<file path="src/rtl/darkio.sv">
// darkio: memory-mapped I/O on the darkriscv data bus (board ID, UART TX with 4-deep FIFO, LEDs, timer).
// Reads return after one wait state; a push into a full UART FIFO stalls the core through IOHLT.
module darkio #(
    parameter int unsigned BAUD_DIV = 868,
    parameter logic [31:0] BOARD_ID = 32'h0
) (
    input  logic        CLK,
    input  logic        RES,
    input  logic [31:0] DADDR,
    input  logic [31:0] DATAI,
    input  logic        WR,
    input  logic        RD,
    input  logic [3:0]  BE,
    output logic [31:0] IODATAO,
    output logic        IOHLT,
    output logic        IRQ,
    output logic        TXD,
    output logic [15:0] LED
);
    localparam int BW = $clog2(BAUD_DIV);
    localparam logic [BW-1:0] BAUD_LAST = BW'(BAUD_DIV - 1);

    // IDLE: wait for FIFO data | START: start bit | DATA: bits 0..7 | STOP: stop bit
    typedef enum logic [1:0] {TX_IDLE, TX_START, TX_DATA, TX_STOP} tx_state_t;

    logic [2:0]    idx;
    logic          rd_sel, wr_sel;
    logic          rack_q;
    logic [31:0]   iodatao_q, rdata;
    logic [15:0]   led_q;
    logic [31:0]   period_q, count_q;
    logic [1:0]    irqf_q, irqf_clr;
    logic          irq_q;
    logic [7:0]    fifo_q [4];
    logic [1:0]    wptr_q, rptr_q;
    logic [2:0]    fcnt_q;
    tx_state_t     tx_state_q;
    logic [BW-1:0] baud_q;
    logic [2:0]    bit_q;
    logic [7:0]    shreg_q;
    logic          txd_q;
    logic          fifo_full, fifo_empty, tx_busy, bit_end;
    logic          pop, push_req, push, push_stall, tx_done;
    logic          period_wr, tmr_evt;
    logic          unused_addr;

    assign idx         = DADDR[4:2];
    assign rd_sel      = DADDR[31] & RD;
    assign wr_sel      = DADDR[31] & WR;
    assign unused_addr = ^{DADDR[30:5], DADDR[1:0]};

    assign fifo_full  = (fcnt_q == 3'd4);
    assign fifo_empty = (fcnt_q == 3'd0);
    assign tx_busy    = ~fifo_empty | (tx_state_q != TX_IDLE);
    assign bit_end    = (baud_q == '0);
    assign pop        = ~fifo_empty & ((tx_state_q == TX_IDLE) | ((tx_state_q == TX_STOP) & bit_end));
    assign tx_done    = fifo_empty & (tx_state_q == TX_STOP) & bit_end;

    // A pop in the same cycle frees a slot, so a stalled push may commit alongside it.
    assign push_req   = wr_sel & (idx == 3'd1) & BE[0];
    assign push       = push_req & (~fifo_full | pop);
    assign push_stall = push_req & fifo_full & ~pop;
    assign IOHLT      = (rd_sel & ~rack_q) | push_stall;

    assign period_wr = wr_sel & (idx == 3'd3);
    assign tmr_evt   = ~period_wr & (period_q != '0) & (count_q == period_q);
    assign irqf_clr  = (wr_sel & (idx == 3'd5) & BE[0]) ? DATAI[1:0] : 2'b00;

    always_comb begin
        rdata = '0;
        case (idx)
            3'd0:    rdata = BOARD_ID;
            3'd1:    rdata = {22'd0, fifo_full, tx_busy, 8'd0};
            3'd2:    rdata = {16'd0, led_q};
            3'd3:    rdata = period_q;
            3'd4:    rdata = count_q;
            3'd5:    rdata = {30'd0, irqf_q};
            default: rdata = '0;
        endcase
    end

    always_ff @(posedge CLK or negedge RES) begin
        if (!RES) begin
            rack_q    <= 1'b0;
            iodatao_q <= '0;
            led_q     <= '0;
            period_q  <= '0;
            count_q   <= '0;
            irqf_q    <= '0;
            irq_q     <= 1'b0;
        end else begin
            if (rd_sel & ~rack_q) begin
                rack_q    <= 1'b1;
                iodatao_q <= rdata;
            end else begin
                rack_q <= 1'b0;
            end
            if (wr_sel & (idx == 3'd2)) begin
                if (BE[0]) led_q[7:0]  <= DATAI[7:0];
                if (BE[1]) led_q[15:8] <= DATAI[15:8];
            end
            if (period_wr) begin
                for (int b = 0; b < 4; b++)
                    if (BE[b]) period_q[8*b +: 8] <= DATAI[8*b +: 8];
                count_q <= '0;
            end else if (period_q == '0 || tmr_evt) begin
                count_q <= '0;
            end else begin
                count_q <= count_q + 32'd1;
            end
            irqf_q <= (irqf_q & ~irqf_clr) | {tx_done, tmr_evt};
            irq_q  <= |irqf_q;
        end
    end

    always_ff @(posedge CLK or negedge RES) begin
        if (!RES) begin
            for (int i = 0; i < 4; i++) fifo_q[i] <= '0;
            wptr_q <= '0;
            rptr_q <= '0;
            fcnt_q <= '0;
        end else begin
            if (push) begin
                fifo_q[wptr_q] <= DATAI[7:0];
                wptr_q         <= wptr_q + 2'd1;
            end
            if (pop) rptr_q <= rptr_q + 2'd1;
            case ({push, pop})
                2'b10:   fcnt_q <= fcnt_q + 3'd1;
                2'b01:   fcnt_q <= fcnt_q - 3'd1;
                default: fcnt_q <= fcnt_q;
            endcase
        end
    end

    always_ff @(posedge CLK or negedge RES) begin
        if (!RES) begin
            tx_state_q <= TX_IDLE;
            baud_q     <= '0;
            bit_q      <= '0;
            shreg_q    <= '0;
            txd_q      <= 1'b1;
        end else begin
            case (tx_state_q)
                TX_IDLE: begin
                    if (pop) begin
                        tx_state_q <= TX_START;
                        shreg_q    <= fifo_q[rptr_q];
                        baud_q     <= BAUD_LAST;
                        txd_q      <= 1'b0;
                    end
                end
                TX_START: begin
                    if (bit_end) begin
                        tx_state_q <= TX_DATA;
                        bit_q      <= '0;
                        baud_q     <= BAUD_LAST;
                        txd_q      <= shreg_q[0];
                    end else begin
                        baud_q <= baud_q - 1'b1;
                    end
                end
                TX_DATA: begin
                    if (bit_end) begin
                        baud_q <= BAUD_LAST;
                        if (bit_q == 3'd7) begin
                            tx_state_q <= TX_STOP;
                            txd_q      <= 1'b1;
                        end else begin
                            bit_q   <= bit_q + 1'b1;
                            shreg_q <= shreg_q >> 1;
                            txd_q   <= shreg_q[1];
                        end
                    end else begin
                        baud_q <= baud_q - 1'b1;
                    end
                end
                TX_STOP: begin
                    if (bit_end) begin
                        if (pop) begin
                            tx_state_q <= TX_START;
                            shreg_q    <= fifo_q[rptr_q];
                            baud_q     <= BAUD_LAST;
                            txd_q      <= 1'b0;
                        end else begin
                            tx_state_q <= TX_IDLE;
                        end
                    end else begin
                        baud_q <= baud_q - 1'b1;
                    end
                end
                default: tx_state_q <= TX_IDLE;
            endcase
        end
    end

    assign IODATAO = iodatao_q;
    assign IRQ     = irq_q;
    assign TXD     = txd_q;
    assign LED     = led_q;
endmodule

</file>
<file path="config.mk">
export PLATFORM = sky130hd
export DESIGN_NAME = darkio
export DESIGN_NICKNAME = d
export VERILOG_FILES = /design/src/rtl/darkio.sv
export SDC_FILE = /design/constraint.sdc
export NUM_CORES = 1
export LEC_CHECK = 0
export ABC_AREA = 1
export CAP_MARGIN = 20
export CORE_ASPECT_RATIO = 0.6
export CORE_MARGIN = 1.5
export CORE_UTILIZATION = 56
export CTS_CLUSTER_DIAMETER = 60
export DETAILED_ROUTE_END_ITERATION = 8
export MAX_ROUTING_LAYER = met4
export PLACE_DENSITY = 0.8
export RECOVER_POWER = 100
export SYNTH_ARGS = -nofsm -noshare
export SYNTH_HDL_FRONTEND = slang
export SYNTH_SLANG_ARGS = --single-unit
</file>
<file path="constraint.sdc">
create_clock -name CLK -period 2.8 [get_ports CLK]
set_input_delay 0.84 -clock CLK [delete_from_list [all_inputs] [get_ports CLK]]
set_output_delay 0.84 -clock CLK [all_outputs]
set_load 0.005 [all_outputs]
</file>
==> impl_metrics.env <==
export IMPL_final_antenna_net_count=0
export IMPL_switchingPower_mw=2.13
export IMPL_crit_path_start_kind="primary input"
export IMPL_worst_slack_ns=0.117
export IMPL_vias_per_cell=5.52
export IMPL_synth_warnings=0
export IMPL_violations="capacitance limit, slew limit"
export IMPL_io_pins=123
export IMPL_synth_common_cells="425 x nand2_1, 178 x dfrtp_1, 109 x inv_1"
export IMPL_core_area_sq_um=16500
export IMPL_grt_total_usage_pct=31.7
export IMPL_power_leakage_nw=5.42
export IMPL_grt_pass1_vias=8136
export IMPL_finalHoldViolCount=0
export IMPL_internal_power_mw=4.69
export IMPL_synth_fa_ha_area_share_pct=2.28
export IMPL_min_period_ns=2.68
export IMPL_cts_hold_buf=0
export IMPL_ys_seq_area_share_pct=46.4
export IMPL_fillers=1397
export IMPL_cts_root_buf="clkbuf_16"
export IMPL_slew_viol_final=57
export IMPL_syn_inst=1230
export IMPL_cts_buffer_depth=2
export IMPL_fin_skew_ns=0.0121
export IMPL_cp_arrival_ns=1.84
export IMPL_rows=36
export IMPL_netlist_top_cells_area="dfrtp_1 46%, nand2_1 17%, inv_1 4.2%"
export IMPL_fin_crit_sh_pct=95.8
export IMPL_grt_overflow=0
export IMPL_synth_mux_area_share_pct=0.622
export IMPL_syn_num_nets=1319
export IMPL_preCtsSetupSlack_ns=-0.309
export IMPL_htreeDepth=4
export IMPL_pwr_share_seq_pct=47.1
export IMPL_cts_tree="done"
export IMPL_grt_pass1_wl_um=42500
export IMPL_yosysTopAreaCellShare_pct=46.2
export IMPL_cts_setup_buffers=0
export IMPL_vias=8720
export IMPL_die_h_um=105
export IMPL_port_buffers=94
export IMPL_power_per_cell_area_nw_per_um2=605
export IMPL_max_freq_ghz=0.373
export IMPL_worstSetupPathType="primary input to primary output"
export IMPL_diodes=0
export IMPL_status="finished, violations left"
export IMPL_synth_simple_area_share_pct=30.2
export IMPL_drt_iter0_markers=894
export IMPL_start_util_pct=58.4
export IMPL_ir_drop_v=0.000491
export IMPL_synthXorXnorAreaFrac_pct=3.81
export IMPL_sw_frac_of_total_pct=31.2
export IMPL_cts_sinks=179
export IMPL_maxCapViolCount=1
export IMPL_clkSlewWorstSetupHoldPaths_ns=0.08
export IMPL_totalWireLength_um=26000
export IMPL_die_area_sq_um=18100
export IMPL_synthArstFlopShare_pct=100
export IMPL_synth_compound_area_share_pct=9.64
export IMPL_min_path_type="flop to flop"
export IMPL_synth_enable_flop_cells=0
export IMPL_tightest_slew_ns=1.57
export IMPL_end_kind="primary output"
export IMPL_worstPathRequired_ns=1.96
export IMPL_layout_drive_gt1_share_pct=7.17
export IMPL_cts_made_buffers=17
export IMPL_setup_tns_ns=0
export IMPL_critPathMaxFanout=2
export IMPL_gp_congestion=0.951
export IMPL_synth_most_common_cell="nand2_1"
export IMPL_setup_viol=0
export IMPL_synth_top_family_by_area="simple AND/OR/NAND/NOR gates"
export IMPL_clock_latency_ns=0.44
export IMPL_maxSlewHeadroom_pct=-4.54
export IMPL_rsz0062_at_grt="no"
export IMPL_yosysTopAreaCell="dfrtp_1"
export IMPL_combPwrFrac_pct=17.5
export IMPL_hpwlAfterDp_um=19100
export IMPL_antenna_found_initial=0
export IMPL_synthesis_area_sq_um=9650
export IMPL_die_w_um=172
export IMPL_synth_seq_cells=179
export IMPL_synth_main_ff_cell="dfrtp_1"
export IMPL_post_synth_cell_area_avg_sq_um=7.84
export IMPL_routedWlPerCell_um=16.4
export IMPL_regArea_sq_um=4480
export IMPL_fin_nets=1428
export IMPL_yosys_cell_types_count=43
export IMPL_firstDrtPassIters=7
export IMPL_multi_input_area_sq_um=4340
export IMPL_area_growth_pct=16.8
export IMPL_grt_max_degree=58
export IMPL_drc=0
export IMPL_p_clk_share_pct=35.4
## area by class of cell
| type | count | area share, % |
|---|---|---|
| tap | 228 | 2.53 |
| inverter | 122 | 4.06 |
| multi-input combinational | 896 | 38.5 |
| clock buffer | 17 | 3.77 |
| sequential | 179 | 39.8 |
| clock inverter | 15 | 1.47 |
| timing repair buffer | 123 | 9.88 |
## placed cells by master, fill, tap and decap left out, types with 25 or more instances in the layout
master,n
nor2_1,111
dfrtp_1,177
nand3_1,77
o21ai_0,97
a21oi_1,29
nand2_1,429
inv_1,110
clkdlybuf4s50_1,42
xnor2_1,25
dlygate4sd3_1,50
## sequential cells by signal, indices dropped and copies added, names as in the netlist
register	cells
rack_q	1
bit_q	3
count_q	32
tx_state_q	2
wptr_q	2
IODATAO	32
TXD	1
shreg_q	8
baud_q	10
LED	16
irqf_q	2
period_q	32
fifo_q	32
rptr_q	2
IRQ	1
fcnt_q	3
## power groups by stage
stage / combinational [mW] / clock [mW] / sequential [mW]
after floorplan: 0.771 / 0 / 3.17
after global placement: 1.23 / 0 / 3.23
after detailed placement: 1.28 / 0 / 3.24
after CTS: 1.29 / 2.44 / 3.20
after global routing: 1.36 / 2.55 / 3.24
final: 1.20 / 2.41 / 3.21
## path summary, 6_finish.rpt
| path | cells after the start | slack, ns | from | end |
|---|---|---|---|---|
| worst min register to register | 2 | 0.46 | TXD | TXD |
| worst max-delay path | 5 | 0.12 | DADDR[4] | IOHLT |
| min in group asynchronous | 1 | 0.76 | RES | IODATAO[22] |
| worst max register to register | 11 | 0.31 | tx_state_q[0] | shreg_q[6] |
| worst min-delay path | 2 | 0.46 | TXD | TXD |
| max in group asynchronous | 2 | 0.42 | RES | count_q[4] |
## worst max-delay path: stages
cell,delay [ns]
clkdlybuf4s50_1,0.44
inv_2,0.08
nand3_2,0.09
o31ai_2,0.25
clkbuf_2,0.15
## per-stage QoR
step                      power, mW  cell area [sq um]  hold WS, ns  std cells  utilization [%]
after global placement         4.47              10900        0.455       1548             66.0
after floorplan                3.94               9650        0.442       1230                -
final                          6.82              11300        0.464       1580             68.2
after global routing           7.15              11300        0.491       1580             68.2
after detailed placement       4.51              10900        0.454       1548             66.0
after CTS                      6.93              11500        0.407       1580             69.6
## cells by family (layout without fill, tap and decap cells)
group,after synthesis,after routing
DFF,179,179
muxes,4,4
adders and majority gates,17,17
AOI/OAI and AO/OA,165,165
xor gates and xnor gates,42,42
and+or+nand+nor,668,668
buffers and inverters,155,277
## what timing repair did
action	4_1_cts	5_1_grt
resized for setup	2	5
pin swaps	1	0
endpoints found under the setup margin	1	1
## per-layer routing
metal | global-route usage [%] | up-vias | part of all wire [%]
met1 | 50.8 | 4132 | 50
met3 | 8.14 | 30 | 11
met4 | 6.83 | 0 | 1.1
li1 | - | 4122 | -
met2 | 38.9 | 436 | 38
met5 | - | - | 0
Power figures use the tool's default switching activity.
